[src/rtl/vfpm_pkg.sv]
// Shared types for the vector FP multiply sequencer: element width, FSM states
// and the in-flight element tag carried alongside the multiplier pipeline.
package vfpm_pkg;
    localparam int FP_W      = 32;
    localparam int IDX_MAX_W = 4;

    typedef enum logic [1:0] {
        IDLE  = 2'd0,
        ISSUE = 2'd1,
        DRAIN = 2'd2,
        DONE  = 2'd3
    } state_t;

    typedef struct packed {
        logic                 valid;
        logic [IDX_MAX_W-1:0] idx;
    } tag_t;
endpackage

[src/rtl/vfpm_tag_pipe.sv]
// LAT-deep tag shift register that mirrors the multiplier latency, so a tag
// pushed with an issue emerges exactly when that element's product returns.
module vfpm_tag_pipe
    import vfpm_pkg::*;
#(
    parameter int LAT = 4
) (
    input  logic clk,
    input  logic reset,
    input  tag_t i_tag,
    output tag_t o_tag
);

    tag_t r_stage [LAT];

    always_ff @(posedge clk or negedge reset) begin
        if (!reset) begin
            for (int i = 0; i < LAT; i++) r_stage[i] <= '0;
        end else begin
            r_stage[0] <= i_tag;
            for (int i = 1; i < LAT; i++) r_stage[i] <= r_stage[i-1];
        end
    end

    assign o_tag = r_stage[LAT-1];

endmodule

[src/rtl/vfpm_sequencer.sv]
// Drives one vector multiply through the shared scalar FP multiplier and
// gathers the returning products into a result vector behind a valid/ack.
//
//   state | meaning
//   IDLE  | waiting for start; counters cleared
//   ISSUE | one element pair on mul_a/mul_b per cycle, VLEN cycles
//   DRAIN | issue finished, waiting for the last product to return
//   DONE  | result_vec/ov_mask held with result_valid until result_ack
module vfpm_sequencer
    import vfpm_pkg::*;
#(
    parameter int VLEN = 4,
    parameter int LAT  = 4
) (
    input  logic                 clk,
    input  logic                 reset,
    input  logic                 start,
    input  logic [VLEN*FP_W-1:0] vec_a,
    input  logic [VLEN*FP_W-1:0] vec_b,
    output logic                 busy,
    output logic [FP_W-1:0]      mul_a,
    output logic [FP_W-1:0]      mul_b,
    output logic                 mul_valid,
    input  logic [FP_W-1:0]      mul_res,
    input  logic                 mul_ov,
    output logic [VLEN*FP_W-1:0] result_vec,
    output logic [VLEN-1:0]      ov_mask,
    output logic                 result_valid,
    input  logic                 result_ack
);

    localparam int CNT_W = $clog2(VLEN + 1);

    state_t                r_state;
    logic [VLEN*FP_W-1:0]  r_a;
    logic [VLEN*FP_W-1:0]  r_b;
    logic [CNT_W-1:0]      r_idx;
    logic [CNT_W-1:0]      r_cap;
    logic [FP_W-1:0]       r_mul_a;
    logic [FP_W-1:0]       r_mul_b;
    logic                  r_mul_valid;
    logic                  r_busy;
    logic [VLEN*FP_W-1:0]  r_result;
    logic [VLEN-1:0]       r_ov;
    logic                  r_result_valid;

    tag_t                  w_tag_in;
    tag_t                  w_tag_out;
    logic [CNT_W-1:0]      w_idx_next;
    logic [CNT_W-1:0]      w_cap_next;

    // r_idx names the element currently on mul_a/mul_b, so the tag pushed this
    // cycle describes exactly what the multiplier samples at the next edge.
    assign w_tag_in   = {r_mul_valid, IDX_MAX_W'(r_idx)};
    assign w_idx_next = r_idx + 1'b1;
    assign w_cap_next = r_cap + CNT_W'(w_tag_out.valid);

    vfpm_tag_pipe #(.LAT(LAT)) u_tag_pipe (
        .clk   (clk),
        .reset (reset),
        .i_tag (w_tag_in),
        .o_tag (w_tag_out)
    );

    always_ff @(posedge clk or negedge reset) begin
        if (!reset) begin
            r_state        <= IDLE;
            r_a            <= '0;
            r_b            <= '0;
            r_idx          <= '0;
            r_cap          <= '0;
            r_mul_a        <= '0;
            r_mul_b        <= '0;
            r_mul_valid    <= 1'b0;
            r_busy         <= 1'b0;
            r_result       <= '0;
            r_ov           <= '0;
            r_result_valid <= 1'b0;
        end else begin
            if (w_tag_out.valid) begin
                r_cap <= w_cap_next;
                for (int i = 0; i < VLEN; i++) begin
                    if (w_tag_out.idx == IDX_MAX_W'(i)) begin
                        r_result[i*FP_W +: FP_W] <= mul_res;
                        r_ov[i]                  <= mul_ov;
                    end
                end
            end

            case (r_state)
                IDLE: begin
                    if (start) begin
                        r_a         <= vec_a;
                        r_b         <= vec_b;
                        r_mul_a     <= vec_a[FP_W-1:0];
                        r_mul_b     <= vec_b[FP_W-1:0];
                        r_mul_valid <= 1'b1;
                        r_idx       <= '0;
                        r_busy      <= 1'b1;
                        r_state     <= ISSUE;
                    end
                end
                ISSUE: begin
                    if (r_idx == CNT_W'(VLEN - 1)) begin
                        r_mul_valid <= 1'b0;
                        r_state     <= DRAIN;
                    end else begin
                        r_idx <= w_idx_next;
                        for (int i = 0; i < VLEN; i++) begin
                            if (w_idx_next == CNT_W'(i)) begin
                                r_mul_a <= r_a[i*FP_W +: FP_W];
                                r_mul_b <= r_b[i*FP_W +: FP_W];
                            end
                        end
                    end
                end
                DRAIN: begin
                    if (w_cap_next == CNT_W'(VLEN)) begin
                        r_result_valid <= 1'b1;
                        r_state        <= DONE;
                    end
                end
                DONE: begin
                    if (result_ack) begin
                        r_result_valid <= 1'b0;
                        r_busy         <= 1'b0;
                        r_idx          <= '0;
                        r_cap          <= '0;
                        r_state        <= IDLE;
                    end
                end
                default: r_state <= IDLE;
            endcase
        end
    end

    assign busy         = r_busy;
    assign mul_a        = r_mul_a;
    assign mul_b        = r_mul_b;
    assign mul_valid    = r_mul_valid;
    assign result_vec   = r_result;
    assign ov_mask      = r_ov;
    assign result_valid = r_result_valid;

endmodule
[config.mk]
export PLATFORM = sky130hd
export DESIGN_NAME = vfpm_sequencer
export DESIGN_NICKNAME = d
export VERILOG_FILES = /design/src/rtl/vfpm_pkg.sv /design/src/rtl/vfpm_tag_pipe.sv /design/src/rtl/vfpm_sequencer.sv
export SDC_FILE = /design/constraint.sdc
export NUM_CORES = 1
export LEC_CHECK = 0
export CAP_MARGIN = 25
export CORE_MARGIN = 8
export CORE_UTILIZATION = 25
export DETAILED_ROUTE_END_ITERATION = 8
export PLACE_DENSITY = 0.49
export RECOVER_POWER = 25
export SETUP_SLACK_MARGIN = 0.15
export SYNTH_ARGS = -nofsm -noshare
export SYNTH_HDL_FRONTEND = slang
export SYNTH_SLANG_ARGS = --single-unit
[constraint.sdc]
create_clock -name clk -period 2.8 [get_ports clk]
set_clock_uncertainty 0.15 [all_clocks]
set_input_delay 0.56 -clock clk [delete_from_list [all_inputs] [get_ports clk]]
set_output_delay 0.56 -clock clk [all_outputs]
set_load 0.03 [all_outputs]
==> metrics.md, run 1 <==
| Metric | Value |
|---|---|
| Met3 Track Usage GR | `around 4.2%` |
| PortBufs | `about 490` |
| Crit-path slowest cell | `clkdlybuf4s50_1` |
| CTS max path bufs | `3` |
| Fin crit period | `2.50 ns` |
| Peak supply drop | `between 0.3 and 0.4 mV` |
| Clock slew at reported path FFs | `~0.06 ns` |
| Crit path cell chain | `clkdlybuf4s50_1` |
| Share of layout cells above drive strength 1 | `between 20 and 30%` |
| Die height | `305 µm` |
| Die Footprint | `about 0.093 mm²` |
| Layout Nets | `2429` |
| DP HPWL | `roughly 50000 µm` |
| Final worst slack | `approximately 0.3 ns` |
| CP max stage delay | `roughly 0.76 ns` |
| Worst Hold Class | `reg2reg` |
| GPL Wtd Cong | `approximately 0.75` |
| Final Hold Vio Count | `0` |
| Met1 global-route usage | `18.6%` |
| CTS Sinks | `479` |
| Worst slew margin | `less than 1%` |
| First-pass DRT Iterations | `5` |
| Crit end category | `primary output` |
| Top_reg_cell synth | `dfrtp_1` |
| Aggregate global routing overflow | `0` |
| Leak pwr | `around 13 nW` |
| Final wirelength | `71100 µm` |
| Grt peak-use layer | `met2` |
| Post-synthesis async set-or-reset flop share | `100%` |
| CP delay by family, top | `buffers and inverters` |
| # setup viols final | `0` |
| DRC | `0` |
| Critical path launch point type | `register` |
| CORE AREA | `0.0833 mm²` |
| GR Util All Layers | `about 15%` |
| Synth Area per Inst | `approximately 13 µm²` |
| Num CTS Buffers | `between 50 and 60` |
| Ys Warns | `0` |
| Period utilisation layout | `89.3%` |
| DRT antenna net count | `0` |
| Total Neg Setup Slack | `0 ns` |
| Post-Syn Area | `approximately 0.021 mm²` |
| RSZ-0062 raised after global routing | `no` |
| Count of cell types in the netlist | `41` |
| PwrDens | `around 530 mW/mm²` |
| Via density | `~4.6` |
| Row count | `approximately 110` |
| Area growth, synth to finish | `40.8%` |
| Worst-Skew Late Latency | `between 0.6 and 0.7 ns` |
| CP arrival | `about 1.8 ns` |
| Synth Net Count | `just under 2000` |
| Register area share after synthesis | `between 50 and 60%` |
| Initial Util | `about a quarter` |
| Crit path depth | `1` |
| R2r worst-path depth | `7` |
| Status | `complete, but fails checks` |
| Die X | `roughly 310 µm` |
| Cell taking the most area after synthesis | `dfrtp_1` |
| Max-slew violation count | `0` |
| Failing checks | `max-capacitance violations` |
| Clock root cell | `clkbuf_16` |
| Crit path kind | `reg2out` |
| FMAX | `0.400 GHz` |
| EDFF count, synth | `0` |
| Max Cap Violations | `1` |
| Seq cells post-synth | `between 400 and 500` |
| Hold depth | `0` |
| Top cell type's share of synthesized area | `between 50% and 60%` |
| Largest net degree at the start of global routing | `89` |
| Wire length of the first global-routing pass | `~110000 µm` |
| Vias in the first global route | `16500` |
| Number of buffers and inverters on the critical path | `1` |
| Slew of the pin with the lowest slew margin | `between 1 and 1.5 ns` |
| Synth top area cells | `dfrtp_1 (57%), mux2_2 (21%), a31oi_2 (3.6%)` |
| Critical path peak fanout | `4` |
| Io pins | `492` |
| Syn Inst Count | `1642` |
| Detailed-route via count | `15100` |
| Crit path required time | `2.09 ns` |
| Htree depth | `2` |
| Met2 global-route usage | `25.3%` |
| Pre-CTS WS | `0.193 ns` |
| CTS tree | `done` |
| Drt wl/cell | `21.8 µm` |
| Antenna violations before repair | `14` |
| Setup bufs post-CTS | `0` |
| Initial drt markers | `about 600` |
## layout make-up
type                       instances  area, µm²
timing repair buffer             547       5610
fill                            8044      53900
sequential                       479      12000
clock buffer                      76       1620
clock inverter                    30        409
multi-input combinational       1031       8410
inverter                           6       22.5
antenna                            8       20.0
tap                             1080       1350
## per-stage QoR
stage	instances	util (%)	hold WS [ns]	instance area, µm²	total power (W)
floorplan	1642	-	0.114	20900	0.00720
global placement	3142	32.9	0.184	27400	0.00793
CTS	3249	35.4	0.188	29500	0.0160
detailed placement	3142	32.9	0.185	27400	0.00794
finish	3257	35.3	0.196	29400	0.0157
global route	3250	35.3	0.203	29400	0.0164
## kinds of logic (layout without fill, tap and decap cells)
kind of cell / count (synthesis) / in the layout / synth area share (%)
xor+xnor: 2 / 2 / 0.0838
fa+ha+maj: 14 / 14 / 0.838
simple gates: 339 / 339 / 7.83
compound gates: 285 / 285 / 9.82
mux: 391 / 391 / 21.0
buf+inv: 132 / 659 / 3.04
flops: 479 / 479 / 57.3
other cells: 0 / 8 / 0
## registers in the layout, summed over array words and instances, names as in the netlist
signal and cells:
mul_a 32, u_tag_pipe.r_stage 12, ov_mask 4, mul_valid 1, busy 1, r_b 128, result_valid 1, result_vec 128
r_cap 3, u_tag_pipe.o_tag 4, r_a 128, r_idx 3, r_state 2, mul_b 32
## cells in the final DEF (no fill, tap or decap), types with 3 or more instances in the layout
master             n
a21oi_1          132
a221o_1            3
a31oi_1            4
a31oi_2           60
a32oi_1            4
buf_12            23
buf_4             22
buf_6              3
bufinv_16          9
clkbuf_1          13
clkbuf_16         58
clkbuf_8          10
clkdlybuf4s50_1  490
clkinv_2          13
clkinvlp_4         3
dfrtp_1          479
diode_2            8
ha_1               9
ha_4               5
inv_1              6
mux2_2           389
nand2_1          190
nand2b_1           6
nand3_1           60
nand3b_1          61
nor2_1             5
nor2b_1            5
o2111ai_1          5
o21ai_0            4
o22ai_1           60
## final timing paths
path	start	endpoint	slack, ns
min in group asynchronous	reset	result_vec[8]	0.70
worst min-delay path	u_tag_pipe.r_stage[16]	u_tag_pipe.r_stage[11]	0.20
max in group asynchronous	reset	r_b[48]	0.45
worst max register to register	r_idx[0]	mul_b[19]	0.33
worst max-delay path	mul_valid	mul_valid	0.30
worst min register to register	u_tag_pipe.r_stage[16]	u_tag_pipe.r_stage[11]	0.20
## synth_stat cells, types with 2 or more instances
master,instances
a32oi_1,4
nor2b_1,5
o22ai_1,60
a21oi_1,132
nand2b_1,7
o31ai_1,3
buf_4,6
ha_1,14
a31oi_2,60
a221o_1,3
and2_1,2
mux2i_1,2
buf_6,7
mux2_2,389
a31oi_1,4
o21bai_1,2
nand2_1,191
o2111ai_1,5
buf_1,4
nand3_1,61
a211o_1,2
clkbuf_1,57
dfrtp_1,479
o21ai_0,4
nor2_1,7
nand3b_1,61
inv_1,6
buf_2,52
## layer usage
layer  vias up  wire (µm)
met5         -         82
met4        12       1610
met3       103       4890
li1       6902          -
met2       407      34500
met1      7658      30000
## power breakdown
part / total [W] / internal [W] / switching [W]
registers: 0.00696 / 0.00695 / 0.0000143
logic: 0.000826 / 0.000462 / 0.000363
clock network: 0.00795 / 0.00489 / 0.00306
total: 0.0157 / 0.0123 / 0.00344
## repair_timing
action                                  CTS  global route
endpoints found under the setup margin    0            41
resized for setup                         0             2
hold buffers                              1             0
endpoints found under the hold margin    39             0
Power figures use the tool's default switching activity.
==> inputs of run 2 (changes only) <==
--- a/config.mk
+++ b/config.mk
@@ -6,10 +6,11 @@
 export NUM_CORES = 1
 export LEC_CHECK = 0
 export CAP_MARGIN = 25
+export CORE_ASPECT_RATIO = 2
 export CORE_MARGIN = 8
-export CORE_UTILIZATION = 25
+export CORE_UTILIZATION = 50
 export DETAILED_ROUTE_END_ITERATION = 8
-export PLACE_DENSITY = 0.49
+export PLACE_DENSITY = 0.83
 export RECOVER_POWER = 25
 export SETUP_SLACK_MARGIN = 0.15
 export SYNTH_ARGS = -nofsm -noshare
==> metrics.md, run 2 (synthesized netlist as in run 1, its figures left out) <==
| Metric | Value |
|---|---|
| Most common cell after layout, fill and taps aside | `clkdlybuf4s50_1` |
| CTS max path bufs | `3 (unchanged)` |
| DRC | `0 (unchanged)` |
| Final wirelength | `61700 µm (-13%)` |
| Layout Nets | `2406 (-0.95%)` |
| Crit path kind | `reg2reg` |
| First-pass DRT Iterations | `7 (+2)` |
| GPL Wtd Cong | `0.828 (+11%)` |
| Num CTS Buffers | `42 (-26%)` |
| PwrDens | `481 mW/mm² (-10%)` |
| Hold slack | `0.189 ns (-0.00711 ns)` |
| Initial drt markers | `1057 (+76%)` |
| Clock root cell | `clkbuf_16` |
| Area after DPL | `0.0266 mm² (-2.9%)` |
| Wire length of the first global-routing pass | `96000 µm (-11%)` |
| Status | `finished, final reports clean` |
| Die Footprint | `0.0490 mm² (-47%)` |
| Drt wl/cell | `23.1 µm (+5.7%)` |
| Critical path launch point type | `register` |
| DRT antenna net count | `0 (unchanged)` |
| Io pins | `492 (unchanged)` |
| Placed Instances | `2594 (-17%)` |
| Total Neg Setup Slack | `0 ns (unchanged)` |
| CTS tree | `done` |
| Row count | `106 (unchanged)` |
| Worst Hold Class | `reg2reg` |
| Commonest non-fill, non-tap cells in the layout | `clkdlybuf4s50_1 (490), dfrtp_1 (479), mux2_2 (389)` |
| Post-route insts no fill | `2674 (-18%)` |
| Die height | `305 µm (unchanged)` |
| FMAX | `0.391 GHz (-2.1%)` |
| Peak supply drop | `0.430 mV (+9.4%)` |
| Pre-CTS WS | `0.238 ns (+0.0449 ns)` |
| Via density | `5.68 (+23%)` |
| Worst slew margin | `3.66% (+2.8 points)` |
| RSZ-0062 raised after global routing | `no` |
| DP HPWL | `44100 µm (-12%)` |
| Period utilisation layout | `91.3% (+1.9 points)` |
| # setup viols final | `0 (unchanged)` |
| Htree depth | `2 (unchanged)` |
| PortBufs | `491 (unchanged)` |
| Final worst slack | `0.245 ns (-0.0544 ns)` |
| Max Cap Violations | `0 (-1)` |
| Fill cells | `3083 (-62%)` |
| Crit path required time | `3.11 ns (+1.02 ns)` |
| Aggregate global routing overflow | `0 (unchanged)` |
| CP arrival | `2.87 ns (+1.08 ns)` |
| Final instance area | `0.0279 mm² (-5.1%)` |
| Initial Util | `50.4% (+25 points)` |
| Clock slew at reported path FFs | `0.07 ns (about the same)` |
| Leak pwr | `12.3 nW (-3.0%)` |
| Critical path peak fanout | `30 (+26)` |
| Fin crit period | `2.56 ns (+0.0544 ns)` |
| GR Util All Layers | `24.8% (+9.9 points)` |
| Max-slew violation count | `0 (unchanged)` |
| CORE AREA | `0.0415 mm² (-50%)` |
| Largest net degree at the start of global routing | `77 (-13%)` |
| Area growth, synth to finish | `33.6%` |
| Crit end category | `register` |
| CTS Sinks | `479 (unchanged)` |
| Share of layout cells above drive strength 1 | `26.9% (-1.4 points)` |
| Vias in the first global route | `16000 (-3.2%)` |
| Final Hold Vio Count | `0 (unchanged)` |
| Detailed-route via count | `15200 (+0.68%)` |
| Slew of the pin with the lowest slew margin | `1.45 ns (-0.0423 ns)` |
| Worst-Skew Late Latency | `0.56 ns (-0.05 ns)` |
| Antenna violations before repair | `14 (unchanged)` |
| Die X | `161 µm (-47%)` |
-- run 2: cell types whose count changed in the layout (fill, tap and decap cells not counted), moves of 3 or more --
cell | previous run | this run
buf_12 | 23 | 20
clkinv_2 | 13 | 5
clkbuf_16 | 58 | 43
clkbuf_8 | 10 | 7
bufinv_16 | 9 | 1
-- run 2: power by group --
group	switching (W)	leakage (nW)	total, W	internal (W)
registers	0.0000123	6.55	0.00695	0.00694
logic	0.000345	5.09	0.000799	0.000454
clock network	0.00257	0.647	0.00569	0.00312
-- run 2: timing repair --
| action | CTS | global route |
|---|---|---|
| setup buffers | 0 | 0 |
| endpoints found under the setup margin | 0 | 0 |
| endpoints found under the hold margin | 41 | 0 |
| hold buffers | 1 | 0 |
| gates resized for setup | 0 | 0 |
-- run 2: final cells by class --
| class | count | area, µm² | area share (%) |
|---|---|---|---|
| clock buffers | 62 | 1220 | 4.36 |
| clock inverters | 10 | 100 | 0.358 |
| multi-input cells | 1031 | 8390 | 30.0 |
| diodes | 7 | 17.5 | 0.0627 |
| well taps | 540 | 676 | 2.42 |
| repair buffers | 539 | 5530 | 19.8 |
| flip-flops and latches | 479 | 12000 | 42.9 |
| inverters | 6 | 22.5 | 0.0806 |
-- run 2: critical path, cell delays in order (launching register included) --
cell and delay, ns:
dfrtp_1 0.47, ha_1 0.28, ha_4 0.37, nand2b_4 0.28, buf_4 0.32, a21oi_1 0.21
o22ai_1 0.15, a31oi_2 0.20
-- run 2: final timing paths --
check,startpoint,end,slack (ns),cells past startpoint
setup / recovery,r_idx[0],mul_a[19],0.24,7
hold / removal,u_tag_pipe.r_stage[11],u_tag_pipe.r_stage[6],0.19,0
setup reg to reg,r_idx[0],mul_a[19],0.24,7
hold reg to reg,u_tag_pipe.r_stage[11],u_tag_pipe.r_stage[6],0.19,0
max in group asynchronous,reset,result_vec[36],0.44,3
min in group asynchronous,reset,r_a[91],0.76,2
-- run 2: per-stage QoR --
| stage | utilization [%] | power, W |
|---|---|---|
| 6_report | 67.3 | 0.0134 |
| 5_1_grt | 67.3 | 0.0139 |
| 4_1_cts | 67.3 | 0.0136 |
| 3_5_place_dp | 64.1 | 0.00789 |
| 3_3_place_gp | 64.1 | 0.00789 |
| 2_1_floorplan | - | 0.00720 |
-- run 2: layer usage --
metal  part of all wire (%)  up-vias  wire [µm]  global-route usage, %
li1                       -     6810          -                      -
met1                     39     7617      24300                   30.9
met2                     49      637      30000                   40.8
met3                    9.0      107       5560                   7.70
met4                    2.9       14       1760                   7.82
met5                   0.16        -         97                      0
==> inputs of run 3 (changes only) <==
--- a/config.mk
+++ b/config.mk
@@ -6,9 +6,11 @@
 export NUM_CORES = 1
 export LEC_CHECK = 0
 export CAP_MARGIN = 25
+export CELL_PAD_IN_SITES_DETAIL_PLACEMENT = 1
+export CELL_PAD_IN_SITES_GLOBAL_PLACEMENT = 2
 export CORE_ASPECT_RATIO = 2
 export CORE_MARGIN = 8
-export CORE_UTILIZATION = 50
+export CORE_UTILIZATION = 33
 export DETAILED_ROUTE_END_ITERATION = 8
 export PLACE_DENSITY = 0.83
 export RECOVER_POWER = 25
==> metrics.md, run 3 (synthesized netlist as in run 1, its figures left out) <==
| Metric | Value |
|---|---|
| Status | `finished, final reports clean` |
| Detailed-route via count | `15300 (+0.98%)` |
| Row count | `130 (+23%)` |
| First-pass DRT Iterations | `4 (-3)` |
| Met1 Wirelength | `28500 µm (+17%)` |
| Final worst slack | `0.289 ns (+0.0443 ns)` |
| CORE AREA | `0.0628 mm² (+51%)` |
| DRC | `0 (unchanged)` |
| Slew of the pin with the lowest slew margin | `1.22 ns (-0.227 ns)` |
| Metal2 WL | `37600 µm (+25%)` |
| Clock slew at reported path FFs | `0.07 ns (about the same)` |
| Initial drt markers | `623 (-41%)` |
| Area growth, synth to finish | `37.4%` |
| DP HPWL | `53200 µm (+21%)` |
| Die height | `372 µm (+22%)` |
| Critical path peak fanout | `50 (+67%)` |
| Max-slew violation count | `0 (unchanged)` |
| GR Util All Layers | `20.0% (-4.8 points)` |
| Die X | `194 µm (+21%)` |
| GPL Wtd Cong | `0.781 (-5.7%)` |
| Worst-Skew Late Latency | `0.57 ns (about the same)` |
| Pre-CTS WS | `0.123 ns (-0.115 ns)` |
| Total Neg Setup Slack | `0 ns (unchanged)` |
| Peak supply drop | `0.506 mV (+18%)` |
| CTS Sinks | `479 (unchanged)` |
| CP arrival | `2.85 ns (-0.02 ns)` |
| Htree depth | `2 (unchanged)` |
| FMAX | `0.398 GHz (+1.8%)` |
| DRT antenna net count | `0 (unchanged)` |
| Critical path launch point type | `register` |
| Crit path required time | `3.14 ns (+0.03 ns)` |
| Clock root cell | `clkbuf_16` |
| Worst slew margin | `18.8% (+15 points)` |
| Final Hold Vio Count | `0 (unchanged)` |
| Crit path cell chain | `ha_1, ha_4, nor2_1, o31ai_4, clkbuf_8, a21oi_1, a31oi_2` |
| # setup viols final | `0 (unchanged)` |
| Io pins | `492 (unchanged)` |
| Leak pwr | `12.5 nW (+1.8%)` |
| Vias in the first global route | `17600 (+9.8%)` |
| Die Footprint | `0.0722 mm² (+47%)` |
| Most common cell after layout, fill and taps aside | `clkdlybuf4s50_1` |
| Antenna violations before repair | `12 (-2)` |
| CTS max path bufs | `3 (unchanged)` |
| Num CTS Buffers | `47 (+12%)` |
| Fill cells | `6492 (+110%)` |
| Drt wl/cell | `24.6 µm (+6.8%)` |
| Initial Util | `33.3% (-17 points)` |
| Largest net degree at the start of global routing | `107 (+39%)` |
| Crit end category | `register` |
| Period utilisation layout | `89.7% (-1.6 points)` |
| Via density | `5.19 (-8.5%)` |
| PortBufs | `491 (unchanged)` |
| Max Cap Violations | `0 (unchanged)` |
| Commonest non-fill, non-tap cells in the layout | `clkdlybuf4s50_1 (490), dfrtp_1 (479), mux2_2 (389)` |
| Final wirelength | `72700 µm (+18%)` |
| CP max stage delay | `0.48 ns (about the same)` |
| Layout Nets | `2421 (+0.62%)` |
| CTS tree | `done` |
| Crit path kind | `reg2reg` |
| Max Used Layer | `met5` |
| Wire length of the first global-routing pass | `112000 µm (+17%)` |
| PwrDens | `511 mW/mm² (+6.3%)` |
| Aggregate global routing overflow | `0 (unchanged)` |
| Fin crit period | `2.51 ns (-0.0443 ns)` |
| Worst Hold Class | `reg2reg` |
| RSZ-0062 raised after global routing | `no` |
| Met3 routed WL | `4170 µm (-25%)` |
| Share of layout cells above drive strength 1 | `27.9% (+0.99 points)` |
| Crit-path slowest cell | `clkbuf_8` |
run 3: changes by cell type in the layout (fill, tap and decap cells not counted), moves of 2 or more:
cell        previous run  this run
bufinv_16              1         7
clkbuf_16             43        48
clkbuf_8               7        12
buf_4                 24        28
clkinv_4               0         4
clkbuf_4               0         3
clkinvlp_4             1         3
nor2_2                 2         0
nor2_4                 0         2
run 3: power by group:
part	internal [W]	total [W]	switching [W]	leakage, nW
clock network	0.00410	0.00693	0.00283	0.826
logic	0.000448	0.000806	0.000357	5.13
registers	0.00694	0.00696	0.0000128	6.55
run 3: final cells by class:
cell class	instances	area (µm²)	area share, %
sequential	479	12000	41.7
multi-input combinational	1031	8420	29.3
timing repair buffer	549	5590	19.5
clock buffer	66	1380	4.80
tap	792	991	3.45
clock inverter	21	318	1.11
inverter	6	22.5	0.0784
antenna	8	20.0	0.0697
run 3: final timing paths:
kind                                            start                  end  slack, ns  cells past startpoint
worst max-delay path                         r_idx[0]             mul_a[9]       0.29                      7
worst min-delay path            u_tag_pipe.r_stage[9]  u_tag_pipe.o_tag[4]       0.20                      0
worst max register to register               r_idx[0]             mul_a[9]       0.29                      7
worst min register to register  u_tag_pipe.r_stage[9]  u_tag_pipe.o_tag[4]       0.20                      0
max in group asynchronous                       reset              r_a[25]       0.55                      3
min in group asynchronous                       reset             r_a[111]       0.41                      2
run 3: through the flow:
stage | cell area (µm²) | hold slack, ns | util, % | power [W] | instances
finish | 28700 | 0.196 | 45.7 | 0.0147 | 2952
global route | 28700 | 0.197 | 45.7 | 0.0152 | 2949
CTS | 28800 | 0.196 | 45.8 | 0.0150 | 2943
detailed placement | 27000 | 0.186 | 43.1 | 0.00792 | 2855
global placement | 27000 | 0.185 | 43.1 | 0.00790 | 2855
floorplan | 20900 | 0.114 | - | 0.00720 | 1642
run 3: worst max-delay path, delay by kind of cell (launching register included):
kind                       cells  cell delay [ns]
DFF                            1             0.47
buffers and inverters          1             0.48
and+or+nand+nor                1             0.07
adders and majority gates      2             0.62
AOI/OAI and AO/OA              3             0.59
run 3: timing repair:
item / 4_1_cts / 5_1_grt
pin swaps: 1 / 1
setup buffers: 0 / 1
hold buffers: 1 / 0
endpoints found under the hold margin: 50 / 0
cloned: 0 / 0
endpoints found under the setup margin: 35 / 30
gates resized for setup: 1 / 3
run 3: layer usage:
| layer | up-vias | GRT usage (%) |
|---|---|---|
| li1 | 6816 | - |
| met1 | 7870 | 22.9 |
| met2 | 513 | 36.2 |
| met3 | 129 | 4.37 |
| met4 | 6 | 7.65 |
| met5 | - | 0 |
